--- src/rtl/key_conditioner.sv ---
// Debounce / auto-repeat conditioner for up/down pushbutton pairs on the CP scan clock.
// Define KEY_AUTOREPEAT_EN to compile in the hold-to-repeat behaviour.

module key_fsm #(
  parameter int DB_CNT     = 200,
`ifdef KEY_AUTOREPEAT_EN
  parameter int RPT_DELAY  = 5000,
  parameter int RPT_RATE   = 1000,
`endif
  parameter int ACTIVE_LOW = 1,
  parameter int CW         = 13
) (
  input  logic CP,
  input  logic nCR,
  input  logic key_raw_i,
  output logic pulse_o,
  output logic level_o
);

  typedef enum logic [2:0] {
    IDLE       = 3'd0,
    PRESS_DB   = 3'd1,
    HELD       = 3'd2,
`ifdef KEY_AUTOREPEAT_EN
    REPEAT     = 3'd3,
`endif
    RELEASE_DB = 3'd4
  } state_t;

  localparam logic [CW-1:0] DB_LAST  = CW'(DB_CNT - 1);
  localparam logic [CW-1:0] CNT_SAT  = '1;
`ifdef KEY_AUTOREPEAT_EN
  localparam logic [CW-1:0] DLY_LAST = CW'(RPT_DELAY - 1);
  localparam logic [CW-1:0] RTE_LAST = CW'(RPT_RATE - 1);
`endif

  logic [1:0]    sync_q;
  logic          pressed;
  state_t        state_q;
  logic [CW-1:0] cnt_q;
  logic          pulse_q;
  logic          level_q;

  // Normalise to pressed=1 first so reset value 0 is the released level.
  always_ff @(posedge CP or negedge nCR) begin
    if (!nCR) sync_q <= '0;
    else      sync_q <= {sync_q[0], (ACTIVE_LOW != 0) ? ~key_raw_i : key_raw_i};
  end

  assign pressed = sync_q[1];

  always_ff @(posedge CP or negedge nCR) begin
    if (!nCR) begin
      state_q <= IDLE;
      cnt_q   <= '0;
      pulse_q <= 1'b0;
      level_q <= 1'b0;
    end else begin
      pulse_q <= 1'b0;
      case (state_q)
        IDLE: begin
          cnt_q <= '0;
          if (pressed) state_q <= PRESS_DB;
        end
        PRESS_DB: begin
          if (!pressed) begin
            state_q <= IDLE;
            cnt_q   <= '0;
          end else if (cnt_q == DB_LAST) begin
            state_q <= HELD;
            cnt_q   <= '0;
            pulse_q <= 1'b1;
            level_q <= 1'b1;
          end else begin
            cnt_q <= (cnt_q == CNT_SAT) ? cnt_q : cnt_q + 1'b1;
          end
        end
        HELD: begin
          if (!pressed) begin
            state_q <= RELEASE_DB;
            cnt_q   <= '0;
          end
`ifdef KEY_AUTOREPEAT_EN
          else if (cnt_q == DLY_LAST) begin
            state_q <= REPEAT;
            cnt_q   <= '0;
            pulse_q <= 1'b1;
          end else begin
            cnt_q <= (cnt_q == CNT_SAT) ? cnt_q : cnt_q + 1'b1;
          end
`else
          else begin
            cnt_q <= '0;
          end
`endif
        end
`ifdef KEY_AUTOREPEAT_EN
        REPEAT: begin
          if (!pressed) begin
            state_q <= RELEASE_DB;
            cnt_q   <= '0;
          end else if (cnt_q == RTE_LAST) begin
            cnt_q   <= '0;
            pulse_q <= 1'b1;
          end else begin
            cnt_q <= (cnt_q == CNT_SAT) ? cnt_q : cnt_q + 1'b1;
          end
        end
`endif
        RELEASE_DB: begin
          // A bounce back to pressed resumes HELD silently.
          if (pressed) begin
            state_q <= HELD;
            cnt_q   <= '0;
          end else if (cnt_q == DB_LAST) begin
            state_q <= IDLE;
            cnt_q   <= '0;
            level_q <= 1'b0;
          end else begin
            cnt_q <= (cnt_q == CNT_SAT) ? cnt_q : cnt_q + 1'b1;
          end
        end
        default: begin
          state_q <= IDLE;
          cnt_q   <= '0;
          level_q <= 1'b0;
        end
      endcase
    end
  end

  assign pulse_o = pulse_q;
  assign level_o = level_q;

endmodule

module key_conditioner #(
  parameter int N_KEYS     = 6,
  parameter int DB_CNT     = 200,
  parameter int RPT_DELAY  = 5000,
  parameter int RPT_RATE   = 1000,
  parameter int ACTIVE_LOW = 1
) (
  input  logic              CP,
  input  logic              nCR,
  input  logic [N_KEYS-1:0] key_raw,
  output logic [N_KEYS-1:0] key_pulse,
  output logic [N_KEYS-1:0] key_level
);

  localparam int CNT_MAX = (DB_CNT > RPT_DELAY) ?
                           ((DB_CNT > RPT_RATE) ? DB_CNT : RPT_RATE) :
                           ((RPT_DELAY > RPT_RATE) ? RPT_DELAY : RPT_RATE);
  localparam int CW      = (CNT_MAX < 2) ? 1 : $clog2(CNT_MAX + 1);
  localparam int N_PAIRS = N_KEYS / 2;

  logic [N_KEYS-1:0] pulse_raw;

  for (genvar k = 0; k < N_KEYS; k++) begin : g_key
    key_fsm #(
      .DB_CNT     (DB_CNT),
`ifdef KEY_AUTOREPEAT_EN
      .RPT_DELAY  (RPT_DELAY),
      .RPT_RATE   (RPT_RATE),
`endif
      .ACTIVE_LOW (ACTIVE_LOW),
      .CW         (CW)
    ) u_key (
      .CP        (CP),
      .nCR       (nCR),
      .key_raw_i (key_raw[k]),
      .pulse_o   (pulse_raw[k]),
      .level_o   (key_level[k])
    );
  end

  // Up and down held together is ambiguous: mute the pair, FSMs keep running.
  for (genvar p = 0; p < N_PAIRS; p++) begin : g_pair
    logic conflict;
    assign conflict             = key_level[2*p] & key_level[2*p+1];
    assign key_pulse[2*p+1:2*p] = pulse_raw[2*p+1:2*p] & {2{~conflict}};
  end

  if ((N_KEYS % 2) != 0) begin : g_odd
    assign key_pulse[N_KEYS-1] = pulse_raw[N_KEYS-1];
  end

endmodule

--- config.mk ---
export PLATFORM = sky130hd
export DESIGN_NAME = key_conditioner
export DESIGN_NICKNAME = d
export VERILOG_FILES = /design/src/rtl/key_conditioner.sv
export SDC_FILE = /design/constraint.sdc
export NUM_CORES = 1
export LEC_CHECK = 0
export CORE_ASPECT_RATIO = 1.2
export CORE_MARGIN = 3
export CORE_UTILIZATION = 40
export DETAILED_ROUTE_END_ITERATION = 12
export PLACE_DENSITY_LB_ADDON = 0.2
export SLEW_MARGIN = 30
export SYNTH_ARGS = -nofsm -noshare
export SYNTH_HDL_FRONTEND = slang
export SYNTH_SLANG_ARGS = --single-unit
--- constraint.sdc ---
create_clock -name CP -period 4.95 [get_ports CP]
set_clock_uncertainty 0.05 [all_clocks]
set_input_delay 0.7425 -clock CP [delete_from_list [all_inputs] [get_ports CP]]
set_output_delay 0.7425 -clock CP [all_outputs]
set_load 0.05 [all_outputs]
# Word-level counts from Yosys, hierarchy flattened
# Index checks and enable logic that the tools add are counted.
# classes
bitwise_logic,21
reduce_logical,24
muxes,120
eq_ne,78
addsub,6
# ops
operator,n
two-way mux 13 bit,24
one-hot mux 13 bit (2 select lines),6
two-way mux 3 bit,36
"adder 13 x 1 -> 13 bit, second input constant",6
"equality test 13 bit, second input constant",6
"equality test 13 x 8 -> 1 bit, second input constant",6
one-hot mux 3 bit (4 select lines),6
"inequality test 2 x 1 -> 1 bit, second input constant",24
two-way mux 1 bit,42
AND reduction 5 bit,6
"inequality test 2 bit, second input constant",12
AND reduction 4 bit,6
"equality test 3 x 1 -> 1 bit, second input constant",6
"equality test 3 x 2 -> 1 bit, second input constant",6
"equality test 3 bit, second input constant",6
zero test 3 bit,6
"inequality test 3 x 1 -> 1 bit, second input constant",6
"inequality test 3 bit, second input constant",6
one-hot mux 1 bit (3 select lines),6
NOT 1 bit,15
OR reduction 2 bit,6
bitwise AND 2 bit,3
bitwise AND 1 bit,3
# totals
input_bits,8
word_cells,279
register_bits,120
out_inout_bits,12

# Depth between registers and ports, before layout
# Gate-level depths: netlist of the first run.
# depth
ltp_word,5
depth_mapped,6
depth_no_buf,5

# Hierarchy
# From an unflattened synthesis of the first run, not the netlist that was laid out.
# unflattened
cells_unflattened,581
area_unflattened_um2,6193.4
# modules_own_cells
mod,cells_each,seq_area_each_um2,area_per_inst_um2,instances
key_fsm at g_key[0].u_key ...,94,500.5,1019.7,5
key_fsm at g_key[5].u_key,105,500.5,1049.8,1
key_conditioner,6,0.0,45.0,1

# Least setup slack after synthesis of the first run
# Ideal clock, no wire load.
# synth_path
path_type,reg2out
start,register g_key[2].u_key.level_q
end,output key_pulse[2]
path_slack_ns,2.614
arrival_ns,1.543
required_time_ns,4.158
path_buffers,0
path_stages_with_launch,2
path_cell_list,dfrtp_1 a21boi_0
# synth_between
elab_chain_cells,3
# synth_lines
element,line,source
"start, declared",42,logic level_q;
"start signal, assigned",57,level_q <= 1'b0;
"start signal, assigned",73,level_q <= 1'b1;
"start signal, assigned",118,level_q <= 1'b0;
bitwise AND 1 bit,180,assign conflict = key_level[2*p] & key_level[2*p+1];
NOT 1 bit,181,assign key_pulse[2*p+1:2*p] = pulse_raw[2*p+1:2*p] & {2{~conflict}};
bitwise AND 2 bit,181,
"end, declared",147,"output logic [N_KEYS-1:0] key_pulse,"
# No other way between the ends.

# Final worst setup path of the first run
# layout_path
start,register g_key[3].u_key.level_q
end,output key_pulse[2]
# layout_between
elab_chain_cells,3
# layout_lines
element,line
"start, declared",42
"start signal, assigned",57
"start signal, assigned",73
"start signal, assigned",118
bitwise AND 1 bit,180
NOT 1 bit,181
bitwise AND 2 bit,181
# No other way between the ends.

==> summary.md, run 1 <==
| Metric | Value |
|---|---|
| Layout cells sized above 1 | `0.0653` |
| #FFs+latches synth | `120` |
| Fin Setup TNS | `0 ns` |
| Final worst setup slack | `2.27 ns` |
| Layout Nets | `690` |
| Clock slew at reported path FFs | `0.05 ns` |
| Final setup fails | `0` |
| Setup Crit Path Kind | `reg2out` |
| Diodes inserted | `0` |
| Largest net degree at the start of global routing | `50` |
| Top cell type's share of synthesized area | `0.478` |
| Fillers | `1487` |
| TritonCTS clock tree | `yes` |
| Detailed placement HPWL | `8.69 mm` |
| Worst R2R End | `g_key[4].u_key.cnt_q[6]$_DFF_PN0_` |
| Port Buffer Count | `19` |
| IO Count | `20` |
| First-pass GRT wire length | `22.8 mm` |
| Chip height | `143 µm` |
| Clk pwr share | `0.552` |
| DIE AREA | `17200 µm²` |
| Synth Warn # | `0` |
| Status | `finished clean` |
| Starting DRT DRC Count | `262` |
| FMAX | `373 MHz` |
| GR Overflow Total | `0` |
| Largest family of logic cells by synthesized area | `simple AND/OR/NAND/NOR gates` |
| Leakage | `2.86 nW` |
| Cts bufs inserted | `17` |
| Antenna-violating nets left | `0` |
| DRC | `0` |
| Mapped Area | `6280 µm²` |
| Area Growth Syn to Fin | `14.9%` |
| Fraction of the yosys area taken by sequential cells | `0.478` |
| Number of placed instances, taps included | `861` |
| R2r setup slk | `2.69 ns` |
| Synth cell types | `59` |
| Mean Syn Cell Area | `9.43 µm²` |
| Syn_nets | `680` |
| Required @ worst endpoint | `4.16 ns` |
| Period utilization | `0.542` |
| Worst-case reg-to-reg path depth | `5` |
| Worst hold path type | `in2async` |
| Non-Filler Instances | `893` |
| Clock Tree Root | `clkbuf_16` |
| Crit path DAT | `1.89 ns` |
| Internal cell power | `1.91 mW` |
| Total GRT Usage | `0.159` |
| DRT Pass-1 Iters | `4` |
| Wire per inst | `14.3 µm` |
| Xor/xnor share of the synthesized area | `0.0139` |
| Rows | `49` |
| Cts hold-fix bufs | `0` |
| Vias per cell | `5.79` |
| P_sw | `0.475 mW` |
| Mux cell area share after synthesis | `0.00956` |
| Final-report hold violation count | `0` |
| Comb pwr share | `0.024` |
| Post-Synth Adder-Cell Area | `0.0120` |
| Clk buf depth | `2` |
| Setup WS pre-CTS | `2.70 ns` |
| Post-cts gate resize count | `0` |
| Cells after Synth | `666` |
| CP max stage cell | `clkdlybuf4s50_1` |
| Antenna violations before repair | `0` |
| Rel. slew slack | `0.577` |
| H-tree Lvls | `4` |
| Crit-path max FO | `6` |
| Core Box Area | `15200 µm²` |
| Delay of the slowest critical-path stage | `0.84 ns` |
| Top cells by count, synth | `dfrtp_1 (120), nor2_1 (75), a21oi_1 (45)` |
| Post-synth ARST share | `1.00` |
| Vias in the first global route | `5046` |
| Simple-Gate Fraction of Synth Area | `0.296` |
| Tmin final | `2.68 ns` |
| Routed vias | `5168` |
| GP Congestion | `0.798` |
| Switching share of power | `0.199` |
| RR Startpoint | `g_key[4].u_key.cnt_q[0]$_DFF_PN0_` |
| CP Cell Sequence | `a21boi_0 > clkdlybuf4s50_1` |
| Power per cell area | `330 nW/µm²` |
| # Post-CTS Setup Buffers | `0` |
| Die W | `120 µm` |
| Total power | `2.38 mW` |
| Maximum VDD drop | `0.244 mV` |
| Initial Util | `0.413` |
| Post-synth EDFFs | `0` |
| Worst-skew pair later-pin latency | `0.41 ns` |
| Clk sinks | `120` |
| RSZ-0062 raised after global routing | `false` |
| Max-cap violations | `0` |
| Max-slew violations | `0` |
| Cell with the most instances after synthesis | `dfrtp_1` |
| Synth area leader | `dfrtp_1` |
| Top_reg_cell synth | `dfrtp_1` |
| Crit path launch type | `flip-flop` |
| Sequential power share | `0.424` |
| Worst-Margin Slew | `0.625 ns` |
| Final Core Density | `0.474` |
| Element type at the critical path end | `primary output` |
| WL final | `12.7 mm` |
| Post-synthesis compound-gate area fraction | `0.148` |
| Main area contributors after synthesis | `dfrtp_1 (48%), nor2_1 (4.5%), a21oi_1 (3.6%)` |
[layout make-up]
class	count	area [µm²]	share of cell area
Clock inverter	7	139	0.0193
Sequential cell	120	3000	0.416
Tap cell	204	255	0.0354
Inverter	25	93.8	0.0130
Clock buffer	25	495	0.0687
Multi-Input combinational cell	491	3030	0.419
Timing Repair Buffer	21	203	0.0281
[cells by family after synthesis]
logic type      after synthesis
flops                       120
compound gates              141
simple gates                328
fa+ha+maj                     6
buf+inv                      55
xor+xnor                     10
mux                           6
[power by group through the flow]
stage	Combinational (mW)	Clock, mW	Sequential (mW)
6_report	0.0583	1.31	1.01
5_1_grt	0.0689	1.39	1.01
4_1_cts	0.0611	1.35	1.01
3_5_place_dp	0.0610	0	1.03
3_3_place_gp	0.0593	0	1.03
2_1_floorplan	0.0339	0	1.02
[critical path: cells and delay by family, from the launching register on]
family          cells  cell delay [ns]
flops               1             0.44
buf+inv             1             0.84
compound gates      1             0.21
[metal layers]
metal / vias to the layer above / GRT usage / wire length, µm
met5: - / 0 / 0
met3: 23 / 0.0376 / 380
met2: 78 / 0.266 / 6300
met1: 2536 / 0.197 / 5800
li1: 2531 / - / -
met4: 0 / 0.0728 / 259
[sequential cells by signal, indices dropped and copies added (netlist names)]
signal and flops:
g_key.u_key.cnt_q 78, g_key.u_key.level_o 6, g_key.u_key.pulse_o 6, g_key.u_key.state_q 18
g_key.u_key.sync_q 12
[worst max-delay path by stage]
stage / from / endpoint / slack [ns] / depth (start not counted)
final: g_key[3].u_key.level_o$_DFFE_PN0P_ / key_pulse[2] / 2.27 / 2
after global placement: g_key[3].u_key.level_o$_DFFE_PN0P_ / key_pulse[2] / 2.72 / 2
after CTS: g_key[3].u_key.level_o$_DFFE_PN0P_ / key_pulse[2] / 2.23 / 2
after global routing: g_key[3].u_key.level_o$_DFFE_PN0P_ / key_pulse[2] / 2.17 / 2
after detailed placement: g_key[4].u_key.cnt_q[0]$_DFF_PN0_ / g_key[4].u_key.cnt_q[6]$_DFF_PN0_ / 2.70 / 5
after floorplan: g_key[2].u_key.level_o$_DFFE_PN0P_ / key_pulse[2] / 2.61 / 1
[layout by cell type (no fill, tap or decap), types with 4 or more instances in the layout]
cell             count
nor4b_1              4
nand2b_1            12
clkbuf_16           17
clkbuf_8             4
clkbuf_1             4
or3_1               12
a21boi_0             8
and4_1              14
o31ai_1             10
o21ai_0             14
a31oi_1             18
inv_1               25
nor3b_1              6
nand2_1             39
a21oi_1             45
xnor2_1              7
nor4_1               9
nand3b_1             7
nor3_1              37
a41oi_1              4
mux2i_1              6
clkdlybuf4s50_1     18
nor2_1              75
nand4_1             17
a311oi_1             5
ha_1                 6
bufinv_16            4
nand3_1             32
or4_1               11
and3_1              20
nor2b_1              5
a211oi_1            18
nor4bb_1             6
dfrtp_1            120
[per-stage QoR]
step	cell area, µm²	hold WS, ns
floorplan	6280	0.281
global placement	6570	0.283
detailed placement	6570	0.285
CTS	7200	0.222
global route	7210	0.247
finish	7210	0.220
Note: power is estimated with default switching activity, not from simulation.
==> run 2: changes to the inputs <==
clock period = 2.15 ns   (was 4.95 ns; I/O delays follow)
==> run 2 against run 1 <==
Compared with the run above:
- final cell count is 2.1% higher
- worst setup slack worse by 2.2 ns
- hold slack better by 0.077 ns
- final area increased by 2.2%
- clock power rose by 130%
- register-to-register slack worse by 2.5 ns
- flip-flop and latch count unchanged
- wire length rose by 0.11%
- sequential share of layout area decreased by 0.88 points
- sequential power increased by 130%
- clock-buffer cell count down 3
- critical path depth decreased by 1
==> summary.md, run 2 (synthesis results as in run 1) <==
| Metric | Value |
|---|---|
| Status | `finished clean (unchanged)` |
| Crit-path max FO | `4 (was 6)` |
| Final instance area | `7370 µm² (was 7210 µm²)` |
| # Post-CTS Setup Buffers | `0 (unchanged)` |
| Worst-Margin Slew | `0.568 ns (was 0.625 ns)` |
| Total GRT Usage | `0.156 (was 0.159)` |
| Setup Crit Path Kind | `reg2out (unchanged)` |
| Reg with most FFs | `g_key.u_key.cnt_q (unchanged)` |
| Layout cells sized above 1 | `0.0960 (was 0.0653)` |
| CP max stage cell | `clkdlybuf4s50_1 (unchanged)` |
| Routed vias | `5177 (was 5168)` |
| Final setup fails | `0 (unchanged)` |
| Layout Nets | `709 (was 690)` |
| Vias per cell | `5.68 (was 5.79)` |
| Fillers | `1462 (was 1487)` |
| Clk sinks | `120 (unchanged)` |
| Clock slew at reported path FFs | `0.05 ns (about the same)` |
| GR Overflow Total | `0 (unchanged)` |
| Fin Setup TNS | `0 ns (unchanged)` |
| Most common cell after layout, fill and taps aside | `dfrtp_1 (unchanged)` |
| FMAX | `490 MHz` |
| H-tree Lvls | `4 (unchanged)` |
| Clk buf depth | `2 (unchanged)` |
| Crit path DAT | `1.67 ns (was 1.89 ns)` |
| Maximum VDD drop | `0.598 mV (was 0.244 mV)` |
| Diodes inserted | `0 (unchanged)` |
| GP Congestion | `0.827 (was 0.798)` |
| Starting DRT DRC Count | `213 (was 262)` |
| Setup WS pre-CTS | `0.0970 ns (was 2.70 ns)` |
| Commonest cells after routing, fill and taps aside | `dfrtp_1 (120), nor2_1 (75), a21oi_1 (45) (unchanged)` |
| Biggest regs | `g_key.u_key.cnt_q: 78 flops, g_key.u_key.state_q: 18 flops, g_key.u_key.sync_q: 12 flops (unchanged)` |
| Tmin final | `2.04 ns` |
| Vias in the first global route | `4926 (was 5046)` |
| Final Core Density | `0.485 (was 0.474)` |
| R2r setup slk | `0.16 ns (was 2.69 ns)` |
| Cts bufs inserted | `17 (unchanged)` |
| Area post-placement | `6710 µm² (was 6570 µm²)` |
| Detailed placement HPWL | `8.80 mm (was 8.69 mm)` |
| Core Box Area | `15200 µm² (unchanged)` |
| Largest net degree at the start of global routing | `45 (was 50)` |
| Crit path launch type | `flip-flop (unchanged)` |
| Clock Tree Root | `clkbuf_16 (unchanged)` |
| Area Growth Syn to Fin | `17.4% (was 14.9%)` |
| Final-report hold violation count | `0 (unchanged)` |
| CP Cell Sequence | `clkdlybuf4s50_1 (was a21boi_0 > clkdlybuf4s50_1)` |
| RSZ-0062 raised after global routing | `false (unchanged)` |
| IO Count | `20 (unchanged)` |
| DIE AREA | `17200 µm² (unchanged)` |
| Wire per inst | `14.0 µm (was 14.3 µm)` |
| Critical path's top delay family | `buffers and inverters (unchanged)` |
| Die W | `120 µm (unchanged)` |
| Final worst setup slack | `0.111 ns (was 2.27 ns)` |
| CP Depth | `1 (was 2)` |
| Antenna violations before repair | `0 (unchanged)` |
| Delay of the slowest critical-path stage | `0.84 ns (about the same)` |
| Max-slew violations | `0 (unchanged)` |
| First-pass GRT wire length | `22.2 mm (was 22.8 mm)` |
| Chip height | `143 µm (unchanged)` |
| Leakage | `2.98 nW (was 2.86 nW)` |
| DRT Pass-1 Iters | `4 (unchanged)` |
| Power per cell area | `752 nW/µm² (was 330 nW/µm²)` |
| Non-Filler Instances | `912 (was 893)` |
| Worst hold path type | `reg2reg (was in2async)` |
| Rel. slew slack | `0.621 (was 0.577)` |
| Largest register FFs | `78 (unchanged)` |
| Worst-skew pair later-pin latency | `0.41 ns (about the same)` |
| Antenna-violating nets left | `0 (unchanged)` |
| Hold Slack | `0.297 ns (was 0.220 ns)` |
| Number of placed instances, taps included | `879 (was 861)` |
| Worst R2R End | `g_key[4].u_key.cnt_q[4]$_DFF_PN0_ (was g_key[4].u_key.cnt_q[6]$_DFF_PN0_)` |
| DRC | `0 (unchanged)` |
| Port Buffer Count | `19 (unchanged)` |
| Critical path origin | `g_key[4].u_key.level_o$_DFFE_PN0P_ (was g_key[3].u_key.level_o$_DFFE_PN0P_)` |
| TritonCTS clock tree | `yes (unchanged)` |
| Required @ worst endpoint | `1.78 ns (was 4.16 ns)` |
| Buf/Inv on CP | `1 (unchanged)` |
| Max-cap violations | `0 (unchanged)` |
| Period utilization | `0.948` |
| Element type at the critical path end | `primary output (unchanged)` |
| RR Startpoint | `g_key[4].u_key.cnt_q[1]$_DFF_PN0_ (was g_key[4].u_key.cnt_q[0]$_DFF_PN0_)` |
| WL final | `12.8 mm (was 12.7 mm)` |
| Rows | `49 (unchanged)` |
| Total power | `5.55 mW (was 2.38 mW)` |
| Worst-case reg-to-reg path depth | `5 (unchanged)` |
| CP endpoint | `key_level[4] (was key_pulse[2])` |
| Initial Util | `0.413 (unchanged)` |
[run 2: changes by cell type in the layout (fill, tap and decap cells not counted), sizes merged]
cell,delta
dlygate4sd3,+1
clkdlybuf4s50,-7
buf,+22
clkbuf,-3
inv,+1
dlygate4sd2,+3
clkinvlp,+3
clkinv,-1
[run 2: worst min path at each step]
stage | end | cells past startpoint | from | slack, ns
finish | g_key[3].u_key.sync_q[1]$_DFF_PN0_ | 0 | g_key[3].u_key.sync_q[0]$_DFF_PN0_ | 0.30
detailed placement | g_key[3].u_key.sync_q[1]$_DFF_PN0_ | 0 | g_key[3].u_key.sync_q[0]$_DFF_PN0_ | 0.29
floorplan | g_key[0].u_key.cnt_q[0]$_DFF_PN0_ | 0 | nCR | -0.02
CTS | g_key[3].u_key.sync_q[1]$_DFF_PN0_ | 0 | g_key[3].u_key.sync_q[0]$_DFF_PN0_ | 0.30
global placement | g_key[4].u_key.sync_q[1]$_DFF_PN0_ | 0 | g_key[4].u_key.sync_q[0]$_DFF_PN0_ | 0.28
global route | g_key[5].u_key.sync_q[1]$_DFF_PN0_ | 0 | g_key[5].u_key.sync_q[0]$_DFF_PN0_ | 0.30
[run 2: layout make-up]
cell class	count	area, µm²	area share
sequential	120	3000	0.407
clock buffer	22	484	0.0657
multi-input combinational	491	3020	0.410
inverter	25	93.8	0.0127
timing repair buffer	40	347	0.0470
tap	204	255	0.0346
clock inverter	10	165	0.0224
[run 2: timing repair]
item,4_1_cts,5_1_grt
setup endpoints to repair,3,2
gates resized for setup,3,1
endpoints found under the hold margin,37,0
hold buffers,1,0
[run 2: power by group]
group	switching (mW)	internal (mW)	total (mW)	leakage [nW]
clock network	1.01	2.07	3.07	0.309
logic	0.0975	0.0521	0.150	1.04
registers	0.0349	2.29	2.32	1.63
[run 2: routing by layer]
metal / up-vias / GRT usage / routed length (µm)
met3: 26 / 0.0301 / 378
met2: 98 / 0.258 / 6160
li1: 2560 / - / -
met1: 2493 / 0.199 / 5960
met5: - / 0 / 0
met4: 0 / 0.0740 / 262
==> run 3: changes to the inputs <==
CTS_BUF_LIST = sky130_fd_sc_hd__clkbuf_4   (was unset)
GPL_TIMING_DRIVEN = 0   (was unset)
==> run 3 against run 2 <==
Compared with the run above:
- sequential power hardly changed
- clock-buffer cell count is 1 lower
- worst setup slack worse by 0.017 ns
- hold slack worse by 0.11 ns
- register-to-register slack worse by 0.07 ns
- total power is 30% lower
- flip-flop and latch count stayed put
- combinational power is 11% higher
- final cell count is 1.5% higher
- critical path type is now reg2reg
- highest routed layer unchanged
==> summary.md, run 3 (synthesis results as in run 1) <==
| Metric | Value |
|---|---|
| Status | `finished clean (unchanged)` |
| CP Depth | `6 (was 1)` |
| Leakage | `2.85 nW (was 2.98 nW)` |
| IO Count | `20 (unchanged)` |
| Core Box Area | `15200 µm² (unchanged)` |
| Routed vias | `5224 (was 5177)` |
| Maximum VDD drop | `0.316 mV (was 0.598 mV)` |
| WL final | `12.7 mm (was 12.8 mm)` |
| Critical path's top delay family | `simple AND/OR/NAND/NOR gates (was buffers and inverters)` |
| Commonest cells after routing, fill and taps aside | `dfrtp_1 (117), nor2_1 (75), a21oi_1 (45) (was dfrtp_1 (120), nor2_1 (75), a21oi_1 (45))` |
| Starting DRT DRC Count | `307 (was 213)` |
| Clock Tree Root | `clkbuf_4 (was clkbuf_16)` |
| CP max stage cell | `or4b_4 (was clkdlybuf4s50_1)` |
| Final Core Density | `0.464 (was 0.485)` |
| Multi-input logic area | `3060 µm² (was 3020 µm²)` |
| GP Congestion | `0.857 (was 0.827)` |
| Fillers | `1532 (was 1462)` |
| Layout Nets | `722 (was 709)` |
| FMAX | `486 MHz (was 490 MHz)` |
| Worst R2R End | `g_key[4].u_key.cnt_q[8]$_DFF_PN0_ (was g_key[4].u_key.cnt_q[4]$_DFF_PN0_)` |
| Port Buffer Count | `19 (unchanged)` |
| Biggest regs | `g_key.u_key.cnt_q: 78 flops, g_key.u_key.state_q: 18 flops, g_key.u_key.sync_q: 12 flops (unchanged)` |
| Element type at the critical path end | `flip-flop (was primary output)` |
| Worst-skew pair later-pin latency | `0.54 ns (was 0.41 ns)` |
| Wire per inst | `13.7 µm (was 14.0 µm)` |
| Power per cell area | `549 nW/µm² (was 752 nW/µm²)` |
| GR Overflow Total | `0 (unchanged)` |
| Final-report hold violation count | `0 (unchanged)` |
| Rel. slew slack | `0.632 (was 0.621)` |
| Final worst setup slack | `0.0942 ns (was 0.111 ns)` |
| Clk sinks | `120 (unchanged)` |
| Tmin final | `2.06 ns (was 2.04 ns)` |
| Vias per cell | `5.64 (was 5.68)` |
| Crit-path max FO | `10 (was 4)` |
| Max-slew violations | `0 (unchanged)` |
| Sequential Area | `3010 µm² (was 3000 µm²)` |
| Required @ worst endpoint | `2.51 ns (was 1.78 ns)` |
| Detailed placement HPWL | `8.57 mm (was 8.80 mm)` |
| Chip height | `143 µm (unchanged)` |
| Antenna-violating nets left | `0 (unchanged)` |
| Clk buf depth | `2 (unchanged)` |
| Largest net degree at the start of global routing | `88 (was 45)` |
| Delay of the slowest critical-path stage | `0.48 ns (was 0.84 ns)` |
| Cts bufs inserted | `17 (unchanged)` |
| Setup Crit Path Kind | `reg2reg (was reg2out)` |
| H-tree Lvls | `4 (unchanged)` |
| Crit path DAT | `2.41 ns (was 1.67 ns)` |
| Setup WS pre-CTS | `-0.0998 ns (was 0.0970 ns)` |
| Antenna violations before repair | `1 (was 0)` |
| Buf/Inv on CP | `1 (unchanged)` |
| Max-cap violations | `0 (unchanged)` |
| Reg with most FFs | `g_key.u_key.cnt_q (unchanged)` |
| Initial Util | `0.413 (unchanged)` |
| Total power | `3.88 mW (was 5.55 mW)` |
| Rows | `49 (unchanged)` |
| Die W | `120 µm (unchanged)` |
| TritonCTS clock tree | `yes (unchanged)` |
| RSZ-0062 raised after global routing | `false (unchanged)` |
| RR Startpoint | `g_key[4].u_key.cnt_q[1]$_DFF_PN0_ (unchanged)` |
| CP Cell Sequence | `ha_4 > or4b_4 > or3_1 > o211ai_2 > buf_6 > a211oi_1 (was clkdlybuf4s50_1)` |
| Layout cells sized above 1 | `0.108 (was 0.0960)` |
| Fin Setup TNS | `0 ns (unchanged)` |
| DRT Pass-1 Iters | `4 (unchanged)` |
| Total GRT Usage | `0.159 (was 0.156)` |
| Period utilization | `0.956 (was 0.948)` |
| Crit path launch type | `flip-flop (unchanged)` |
| CP endpoint | `g_key[4].u_key.cnt_q[8]$_DFF_PN0_ (was key_level[4])` |
| Critical path origin | `g_key[4].u_key.cnt_q[1]$_DFF_PN0_ (was g_key[4].u_key.level_o$_DFFE_PN0P_)` |
| Worst hold path type | `in2async (was reg2reg)` |
| Most common cell after layout, fill and taps aside | `dfrtp_1 (unchanged)` |
| Worst-Margin Slew | `0.548 ns (was 0.568 ns)` |
| First-pass GRT wire length | `22.6 mm (was 22.2 mm)` |
| Number of placed instances, taps included | `890 (was 879)` |
| Vias in the first global route | `5024 (was 4926)` |
| Non-Filler Instances | `926 (was 912)` |
| DIE AREA | `17200 µm² (unchanged)` |
| Final setup fails | `0 (unchanged)` |
| Clock slew at reported path FFs | `0.10 ns (was 0.05 ns)` |
| Worst-case reg-to-reg path depth | `6 (was 5)` |
| DRC | `0 (unchanged)` |
| Area Growth Syn to Fin | `12.4% (was 17.4%)` |
| Largest register FFs | `78 (unchanged)` |
| R2r setup slk | `0.09 ns (was 0.16 ns)` |
==> run 3: changes by cell type in the layout (fill, tap and decap cells not counted), moves of 4 or more <==
cell / change
clkdlybuf4s50_1: -5
clkbuf_2: +6
clkbuf_1: +11
clkinv_2: +4
buf_4: -14
clkbuf_8: -4
clkbuf_16: -17
clkbuf_4: +22
==> run 3: cell type report <==
cell class,instances,share of cell area
diodes,1,0.000354
plain buffers,30,0.0248
clock buffers,21,0.0223
clock inverters,11,0.0117
inverters,25,0.0133
multi-input cells,491,0.434
flip-flops and latches,120,0.426
well taps,204,0.0362
repair buffers,23,0.0317
==> run 3: worst register-to-register path, stage by stage, from the launching register on <==
cell and delay (ns):
dfrtp_2 0.44, ha_4 0.18, or4b_4 0.48, or3_1 0.38
o211ai_2 0.15, buf_6 0.19, a211oi_1 0.05
==> run 3: metrics by stage <==
| stage | hold slack (ns) | instance area, µm² |
|---|---|---|
| final | 0.190 | 7060 |
| after global routing | 0.143 | 7060 |
| after CTS | 0.146 | 7020 |
| after detailed placement | 0.163 | 6760 |
| after global placement | 0.281 | 6730 |
| after floorplan | -0.0231 | 6280 |
==> run 3: repair_timing <==
action                                 4_1_cts  5_1_grt
resized for setup                           25       22
pin swaps                                    0        1
hold buffers                                 1        0
endpoints found under the hold margin      120        0
setup endpoints to repair                   25       46
setup buffers                                1        1
==> run 3: per-layer routing <==
metal	part of all wire	GRT usage	routed length, µm
met1	0.46	0.198	5850
met2	0.49	0.260	6160
met3	0.033	0.0388	414
met4	0.020	0.0740	256
met5	0	0	0
==> run 3: power by group <==
group / leakage, nW / total (mW) / internal (mW) / switching (mW)
clock: 0.139 / 1.40 / 0.603 / 0.800
sequential: 1.62 / 2.31 / 2.28 / 0.0271
combinational: 1.09 / 0.166 / 0.0587 / 0.108
total: 2.85 / 3.88 / 2.94 / 0.934
==> run 3: worst min path at each step <==
stage,depth (start not counted),slack [ns],endpoint,start
floorplan,0,-0.02,g_key[0].u_key.cnt_q[0]$_DFF_PN0_,nCR
global placement,0,0.28,g_key[4].u_key.sync_q[1]$_DFF_PN0_,g_key[4].u_key.sync_q[0]$_DFF_PN0_
detailed placement,1,0.16,g_key[1].u_key.cnt_q[11]$_DFF_PN0_,nCR
CTS,2,0.15,g_key[3].u_key.cnt_q[5]$_DFF_PN0_,nCR
global route,2,0.14,g_key[4].u_key.sync_q[0]$_DFF_PN0_,key_raw[4]
finish,2,0.19,g_key[3].u_key.cnt_q[7]$_DFF_PN0_,nCR
